--- src/rtl/dunc_pkg.sv ---
// dunc_pkg: definitions shared by the dunc accumulator core and its ALU.
//   OP_*    : opcode values, as found in the upper OPC_W bits of an instruction
//   state_e : sequencer states; the encoding is visible on the T_STATE debug port
package dunc_pkg;

  localparam int OP_LDA = 0;
  localparam int OP_STA = 1;
  localparam int OP_ADD = 2;
  localparam int OP_AND = 3;
  localparam int OP_JMP = 4;
  localparam int OP_JZ  = 5;
  localparam int OP_NOT = 6;
  localparam int OP_HLT = 7;

  typedef enum logic [2:0] {
    ST_T0   = 3'd0,
    ST_T1   = 3'd1,
    ST_T2   = 3'd2,
    ST_E1   = 3'd3,
    ST_E2   = 3'd4,
    ST_HALT = 3'd5
  } state_e;

endpackage

--- src/rtl/dunc_alu.sv ---
// dunc_alu: combinational accumulator ALU.
//   i_opc    : opcode selecting the operation
//   i_ac     : current accumulator
//   i_md     : memory data operand
//   o_result : new accumulator value. Opcodes without an ALU function return i_ac.
//   o_zero   : high when i_ac is zero; JZ uses it
module dunc_alu
  import dunc_pkg::*;
#(
  parameter int DATA_W = 16,
  parameter int OPC_W  = 4
) (
  input  logic [OPC_W-1:0]  i_opc,
  input  logic [DATA_W-1:0] i_ac,
  input  logic [DATA_W-1:0] i_md,
  output logic [DATA_W-1:0] o_result,
  output logic              o_zero
);

  localparam logic [OPC_W-1:0] C_LDA = OPC_W'(OP_LDA);
  localparam logic [OPC_W-1:0] C_ADD = OPC_W'(OP_ADD);
  localparam logic [OPC_W-1:0] C_AND = OPC_W'(OP_AND);
  localparam logic [OPC_W-1:0] C_NOT = OPC_W'(OP_NOT);

  always_comb begin
    o_result = i_ac;
    case (i_opc)
      C_LDA:   o_result = i_md;
      C_ADD:   o_result = i_ac + i_md;   // carry out is discarded
      C_AND:   o_result = i_ac & i_md;
      C_NOT:   o_result = ~i_ac;
      default: o_result = i_ac;
    endcase
  end

  assign o_zero = (i_ac == '0);

endmodule

--- src/rtl/dunc.sv ---
// dunc_core: parametrised accumulator CPU. It has a ready-based memory handshake.
//   CLK, RESET (async, active-low)
//   MEM_ADDR/MEM_RD/MEM_WR/MEM_WDATA/MEM_RDATA/MEM_READY : memory port.
//     A strobe stays high until MEM_READY completes it.
//   FETCH/EXECUTE/T_STATE/HALTED : sequencer status
//   AC_OUT/PC_OUT/IR_OUT : register taps for debug
module dunc_core
  import dunc_pkg::*;
#(
  parameter int DATA_W   = 16,
  parameter int OPC_W    = 4,
  parameter int ADDR_W   = DATA_W - OPC_W,
  parameter int RESET_PC = 0
) (
  input  logic              CLK,
  input  logic              RESET,
  output logic [ADDR_W-1:0] MEM_ADDR,
  output logic              MEM_RD,
  output logic              MEM_WR,
  output logic [DATA_W-1:0] MEM_WDATA,
  input  logic [DATA_W-1:0] MEM_RDATA,
  input  logic              MEM_READY,
  output logic              FETCH,
  output logic              EXECUTE,
  output logic [2:0]        T_STATE,
  output logic              HALTED,
  output logic [DATA_W-1:0] AC_OUT,
  output logic [ADDR_W-1:0] PC_OUT,
  output logic [OPC_W-1:0]  IR_OUT
);

  if (OPC_W < 3 || ADDR_W != DATA_W - OPC_W) begin : g_bad_params
    $error("dunc_core: needs OPC_W >= 3 and ADDR_W == DATA_W - OPC_W");
  end

  localparam logic [ADDR_W-1:0] PC_RST = ADDR_W'(RESET_PC);
  localparam logic [OPC_W-1:0]  C_STA  = OPC_W'(OP_STA);
  localparam logic [OPC_W-1:0]  C_ADD  = OPC_W'(OP_ADD);
  localparam logic [OPC_W-1:0]  C_AND  = OPC_W'(OP_AND);
  localparam logic [OPC_W-1:0]  C_LDA  = OPC_W'(OP_LDA);
  localparam logic [OPC_W-1:0]  C_JMP  = OPC_W'(OP_JMP);
  localparam logic [OPC_W-1:0]  C_JZ   = OPC_W'(OP_JZ);
  localparam logic [OPC_W-1:0]  C_NOT  = OPC_W'(OP_NOT);
  localparam logic [OPC_W-1:0]  C_HLT  = OPC_W'(OP_HLT);

  state_e            r_state;
  logic [ADDR_W-1:0] r_pc;
  logic [ADDR_W-1:0] r_ma;
  logic [DATA_W-1:0] r_md;
  logic [DATA_W-1:0] r_ac;
  logic [OPC_W-1:0]  r_ir;

  logic [OPC_W-1:0]  w_md_opc;
  logic [ADDR_W-1:0] w_md_addr;
  logic [OPC_W-1:0]  w_alu_opc;
  logic [DATA_W-1:0] w_alu_result;
  logic              w_ac_zero;

  assign w_md_opc  = r_md[DATA_W-1 -: OPC_W];
  assign w_md_addr = r_md[ADDR_W-1:0];

  // In T2, IR is loaded on the same edge, so the ALU must decode the fetched word directly.
  assign w_alu_opc = (r_state == ST_T2) ? w_md_opc : r_ir;

  dunc_alu #(
    .DATA_W (DATA_W),
    .OPC_W  (OPC_W)
  ) u_alu (
    .i_opc    (w_alu_opc),
    .i_ac     (r_ac),
    .i_md     (r_md),
    .o_result (w_alu_result),
    .o_zero   (w_ac_zero)
  );

  always_ff @(posedge CLK or negedge RESET) begin
    if (!RESET) begin
      r_state <= ST_T0;
      r_pc    <= PC_RST;
      r_ac    <= '0;
      r_ir    <= '0;
      r_ma    <= '0;
      r_md    <= '0;
    end else begin
      case (r_state)
        ST_T0: begin
          r_ma    <= r_pc;
          r_state <= ST_T1;
        end
        ST_T1: begin
          if (MEM_READY) begin
            r_md    <= MEM_RDATA;
            r_pc    <= r_pc + 1'b1;   // wraps at 2**ADDR_W
            r_state <= ST_T2;
          end
        end
        ST_T2: begin
          r_ir    <= w_md_opc;
          r_ma    <= w_md_addr;
          r_state <= ST_T0;
          case (w_md_opc)
            C_JMP: r_pc <= w_md_addr;
            C_JZ:  if (w_ac_zero) r_pc <= w_md_addr;
            C_NOT: r_ac <= w_alu_result;
            C_HLT: r_state <= ST_HALT;
            C_LDA, C_STA, C_ADD, C_AND: r_state <= ST_E1;
            default: ;   // NOP
          endcase
        end
        ST_E1: begin
          if (MEM_READY) begin
            if (r_ir == C_STA) begin
              r_state <= ST_T0;
            end else begin
              r_md    <= MEM_RDATA;
              r_state <= ST_E2;
            end
          end
        end
        ST_E2: begin
          r_ac    <= w_alu_result;
          r_state <= ST_T0;
        end
        ST_HALT: r_state <= ST_HALT;
        default: r_state <= ST_T0;
      endcase
    end
  end

  // Strobes are decoded from registered state. The async reset clears them at once,
  // and an access cut off by reset is dropped.
  assign MEM_RD    = (r_state == ST_T1) || ((r_state == ST_E1) && (r_ir != C_STA));
  assign MEM_WR    = (r_state == ST_E1) && (r_ir == C_STA);
  assign MEM_ADDR  = r_ma;
  assign MEM_WDATA = r_ac;

  assign FETCH   = (r_state == ST_T0) || (r_state == ST_T1) || (r_state == ST_T2);
  assign EXECUTE = (r_state == ST_E1) || (r_state == ST_E2);
  assign T_STATE = r_state;
  assign HALTED  = (r_state == ST_HALT);
  assign AC_OUT  = r_ac;
  assign PC_OUT  = r_pc;
  assign IR_OUT  = r_ir;

endmodule

--- config.mk ---
export PLATFORM = sky130hd
export DESIGN_NAME = dunc_core
export DESIGN_NICKNAME = d
export VERILOG_FILES = /design/src/rtl/dunc_pkg.sv /design/src/rtl/dunc_alu.sv /design/src/rtl/dunc.sv
export SDC_FILE = /design/constraint.sdc
export NUM_CORES = 1
export LEC_CHECK = 0
export CAP_MARGIN = 10
export CORE_MARGIN = 8
export CORE_UTILIZATION = 45
export DETAILED_ROUTE_END_ITERATION = 16
export PLACE_DENSITY = 0.82
export SETUP_SLACK_MARGIN = 0.05
export SKIP_LAST_GASP = 1
export SLEW_MARGIN = 30
export SYNTH_ARGS = -nofsm -noshare
export SYNTH_HDL_FRONTEND = slang
export SYNTH_SLANG_ARGS = --single-unit
--- constraint.sdc ---
create_clock -name CLK -period 2.21 [get_ports CLK]
set_clock_uncertainty 0.2 [all_clocks]
set_input_delay 0.3315 -clock CLK [delete_from_list [all_inputs] [get_ports CLK]]
set_output_delay 0.3315 -clock CLK [all_outputs]
set_load 0.02 [all_outputs]
Word-level counts from Yosys, hierarchy flattened

Index checks and enable logic that the tools add are counted.

Flip-flop bits (word level): 63
Latch bits: 0
RAM bits: 0
Memory bits (read-only): 0
Input bits: 19
Output and inout port bits: 68
Logic and storage cells: 70
Memories kept: 0

Add/sub/neg operators: 2
Multiply operators: 0
Div/mod/pow operators: 0
Order comparisons: 0
Equal/unequal tests: 23
Shift operators: 0
Multiplexer cells: 18
Bitwise operators: 2
Reductions and logical operators: 19

Operator list:

| kind                  | count |
|---|---|
| $pmux 12 s2           | 3 |
| $mux 16               | 4 |
| $pmux 16 s2           | 2 |
| $pmux 16 s4           | 1 |
| $mux 12               | 2 |
| $eq 4x3->1 const B    | 5 |
| $add 16x16->16        | 1 |
| $and 16x16->16        | 1 |
| $eq 4x2->1 const B    | 4 |
| $logic_not 16->1      | 1 |
| $not 16->16           | 1 |
| $pmux 3 s5            | 1 |
| $add 12x1->12 const B | 1 |
| $mux 3                | 3 |
| $eq 4x1->1 const B    | 2 |
| $logic_not 4->1       | 2 |
| $reduce_and 4->1      | 2 |
| $reduce_bool 2->1     | 4 |
| $eq 3x2->1 const B    | 2 |
| $eq 3x3->1 const B    | 2 |
| $ne 2x2->1 const B    | 3 |
| $pmux 3 s2            | 1 |
| $logic_or 1x1->1      | 4 |
| $mux 4                | 1 |
| 9 further kinds       | 11 |

Longest topological paths before layout

Depth in word-level cells: 6
Mapped depth: 9
Depth with buffers taken out: 9

Modules after synthesis

Synthesis repeated with hierarchy kept, for this count alone.

Cell total of the unflattened synthesis: 490
Area, all modules: 4,551.9 um^2

By module, submodules not included:

| module    | times used | cells an instance | area an instance (um^2) | sequential area each (um^2) |
|---|---|---|---|---|
| dunc_core | 1          | 281               | 3,133.0                 | 1,576.5 |
| dunc_alu  | 1          | 209               | 1,418.9                 | 0.0 |

Least setup slack after synthesis

Ideal clock, no wire load.

Path type: register to register
Start point: register r_ac[0] (netlist: AC_OUT[0])
End point: register r_ac[14] (netlist: AC_OUT[14])
Setup time: 0.126 ns
Arrival: 2.281 ns
Required time: 1.884 ns
Path slack: -0.397 ns
Cell stages (with the launch flop): 10
Buffers on the path: 0
Clock period less this slack: 2.607 ns
Cell sequence: dfrtp_1 > ha_1 > inv_1 > fa_1 > nand2b_1 > a21oi_1 > o21a_1 > a31oi_1 > and3_1 > o32a_1

Cells in the longest elaborated chain, start to end: 4

Ends and longest elaborated chain:

| element                | line           | text |
|---|---|---|
| from (decl)            | dunc.sv:50     | `logic [DATA_W-1:0] r_ac;` |
| from (signal assigned) | dunc.sv:104    | `C_NOT: r_ac <= w_alu_result;` |
| from (signal assigned) | dunc.sv:121    | `r_ac <= w_alu_result;` |
| $add 16x16->16 *       | dunc_alu.sv:29 | `C_ADD: o_result = i_ac + i_md;` |
| $pmux 16 s4 *          | dunc_alu.sv:27 | `case (i_opc)` |
| $mux 16                | dunc.sv:101    | `case (w_md_opc)` |
| $pmux 16 s2 *          | dunc.sv:85     | `case (r_state)` |

Every way passes the cells marked *; elsewhere a longest branch is shown, timed or not. The select of a mux whose other input is x is not followed.
A chain may end at the register's enable or synchronous reset.

Worst setup path after layout

Start point: register r_state[2] (netlist: T_STATE[2])
End point: register r_ac[0] (netlist: AC_OUT[0])

Cells in the longest elaborated chain, start to end: 6
Elaborated cells between the ends (all ways): 13
Those cells by class: eq/ne: 6; mux: 4; reduce/logical: 3

Ends and longest elaborated chain:

| element                            | line                   | text |
|---|---|---|
| from (decl)                        | dunc.sv:46             | `state_e r_state;` |
| from (signal assigned)             | dunc.sv:78             | `r_state <= ST_T0;` |
| from (signal assigned)             | dunc.sv:88             | `r_state <= ST_T1;` |
| from (signal assigned)             | dunc.sv:94             | `r_state <= ST_T2;` |
| $eq 3x2->1                         | dunc.sv:63, dunc.sv:85 |  |
| $mux 4                             | --                     |  |
| $eq 4x3->1 (tied with other cells) | dunc_alu.sv:27         |  |
| $pmux 16 s4                        | dunc_alu.sv:27         |  |
| $mux 16                            | dunc.sv:101            |  |
| $pmux 16 s2                        | dunc.sv:85             |  |

Several ways; a longest one is shown, not always the timed one. The select of a mux whose other input is x is not followed.

==> metrics <==
clk buf depth 2; Synth Area in Compound Gates 0.226; endpoints failing hold 0; met2 wire len 8.48 mm; Post-Syn Nets 519; Data required, critical path 2.29 ns; LEAKAGE 3.25 nW; Die X 113 um; io pins a little under 90; Crit. End Element flip-flop; maximum VDD drop 0.000291 V; critical path class flip-flop to flip-flop; GR Overflow Total 0; post-synth cell types 59; hpwl dp 11.4 mm; Worst setup SP type flip-flop; pin count of the biggest net entering global routing 64; DRT Wirelength 17.6 mm; final number of setup-violating endpoints 25; final core area utilization 0.745; vias in the first global route 5,041; fin. max-slew vios 0; Worst Path Arrival 2.48 ns; status complete, but fails checks; gpl congestion 0.943; met3 WL 1.31 mm; simple-gate share of the synthesized area 0.179; DRC Markers 0; PnR worst setup slack -0.189 ns; First DRT Iteration DRCs 445; later-pin clock latency in the skew report 0.36 ns; Syn. warnings 0; Post-synth ARST share 1.00; achievable clock frequency 417 MHz; Clock Sinks 63; Layout Cells excl Fill 779; Post-Syn Area per Cell just under 9 um^2; crit-path max FO 10; largest family of logic cells by synthesized area compound AO/OA/AOI/OAI gates; Synth Area in Adders 0.0548; Port Buffers 86; pre-CTS WS -0.173 ns; final period utilization 1.09; number of diodes 0; setup_tns -2.12 ns; Yosys top cell by area dfrtp_1; Tot Pwr 2.42 mW; Area Overhead vs Synth 61.3%; Post-synth EDFFs 0; Num CTS Buffers 9; drt wl/cell roughly 23 um; XOR/XNOR Fraction of Synth Area 0.0165; sequential-to-total area share from yosys stat 0.371; die area roughly 0.013 mm^2; fin nets 700; cells after synthesis slightly below 500; Synth top area share 0.371; failing checks negative setup slack; CTS tree done; Slew headroom 0.672; Die Ht ~110 um; Core Area 0.00920 mm^2; row cnt 35; Multi-input gate area about 0.0029 mm^2; CTS Root Buffer Type clkbuf_8; Synth area leaders dfrtp_1 (37%), nand2_1 (5.7%), o21ai_0 (5.4%), ha_1 (5.0%), a21oi_1 (4.2%); Post-synth top flop dfrtp_1; share of layout cells above drive strength 1 0.380; First-pass DRT Iterations 5; minimum clock period between 2 and 2.5 ns; Top Metal Used met4; Yosys reg bits 63; placed inst area 0.00592 mm^2; power per cell area 354 mW/mm^2; mux contribution to synthesized area 0.0893; leading cell types by count after synthesis nand2_1 (64), dfrtp_1 (63), o21ai_0 (46); CTS clk-pin slew, worst paths 0.09 ns; M1 wire length between 6 and 7 mm; Vias 4,903; RSZ-0062 raised after global routing yes; global-route wire length before repair 26.5 mm; synthesized cell area 0.00425 mm^2; H-Tree Depth 3; count leader, synth nand2_1; # fillers 618; Initial Util 0.462; total track usage 0.260; Worst R2R Setup Slack -0.19 ns; Register Area about 0.0016 mm^2; initial antenna violation count 0; Design Area, Final between 0.006 and 0.007 mm^2; Final ANT Viol Nets 0; worst hold path class input pin to asynchronous set/reset pin; worst-margin pin slew 0.486 ns; Max Cap Viol 0; dpl cells 735; Worst Hold Slack around 0.29 ns; vias per cell between 6 and 7
where the power goes:
part,leakage (nW),switching (mW),internal (mW)
sequential,0.837,0,1.15
combinational,2.30,0.0319,0.0336
clock,0.109,0.534,0.672
total,3.25,0.565,1.86
cells by family (layout without fill, tap and decap cells):
kind of cell,count (synthesis),count (layout)
DFF,63,63
and+or+nand+nor,157,157
adders and majority gates,18,18
xor gates and xnor gates,8,8
muxes,34,34
buffers and inverters,51,237
AOI/OAI and AO/OA,151,151
placed cells by master (no fill, tap or decap), types with 5 or more instances in the layout:
cell type,n
dfrtp_1,51
a21o_1,6
xor2_1,5
dfrtp_2,12
clkbuf_8,10
ha_4,5
a21oi_2,15
ha_1,11
nor2_1,29
and3_1,9
o22ai_1,5
o21ai_0,32
mux2_2,15
a21oi_1,15
buf_6,18
nand3_1,11
dlymetal6s2s_1,8
o21a_1,8
a21oi_4,6
nand2_1,61
mux2i_1,16
buf_4,99
nand2b_1,5
a221oi_2,7
inv_1,8
o211ai_1,7
clkdlybuf4s50_1,72
o21ai_1,11
worst max-delay path, stage by stage, from the launching register on:
cell and delay [ns]:
dfrtp_2 0.43, buf_6 0.12, nor3b_4 0.29, buf_6 0.18, a211oi_2 0.05, a31oi_1 0.32, buf_4 0.30, o2bb2ai_1 0.18
a221oi_1 0.08, o21ai_1 0.15
final timing paths:
| path | startpoint | endpoint | cells past startpoint |
|---|---|---|---|
| worst max-delay path | T_STATE[2] | AC_OUT[0] | 9 |
| min in group CLK | MEM_ADDR[5] | MEM_ADDR[5] | 2 |
| worst max register to register | T_STATE[2] | AC_OUT[0] | 9 |
| worst min-delay path | RESET | r_md[8] | 3 |
| worst min register to register | MEM_ADDR[5] | MEM_ADDR[5] | 2 |
| max in group asynchronous | RESET | r_md[13] | 3 |
flip-flops by register name, indices dropped and copies added, names as in the netlist:
signal	cells
MEM_ADDR	12
AC_OUT	16
T_STATE	3
r_md	16
PC_OUT	12
IR_OUT	4
routing by layer:
| layer | track usage | vias up |
|---|---|---|
| met5 | 0 | - |
| met4 | 0.164 | 0 |
| met1 | 0.306 | 2360 |
| met3 | 0.0426 | 93 |
| met2 | 0.432 | 330 |
| li1 | - | 2120 |
area by class of cell:
class / count / share of cell area
tap: 111 / 0.0203
timing repair buffer: 211 / 0.286
sequential: 63 / 0.232
multi-input combinational: 368 / 0.422
clock buffer: 10 / 0.0201
inverter: 10 / 0.00548
clock inverter: 6 / 0.0135
what timing repair did:
item                       in CTS  in global routing
setup endpoints to repair      33                 40
gates resized for setup        70                 65
gates cloned                    3                  0
setup buffers                  18                  7
hold endpoints to repair       63                  0
pin swaps                      24                 15
hold buffers                    1                  0
(Power assumes the default switching activity.)
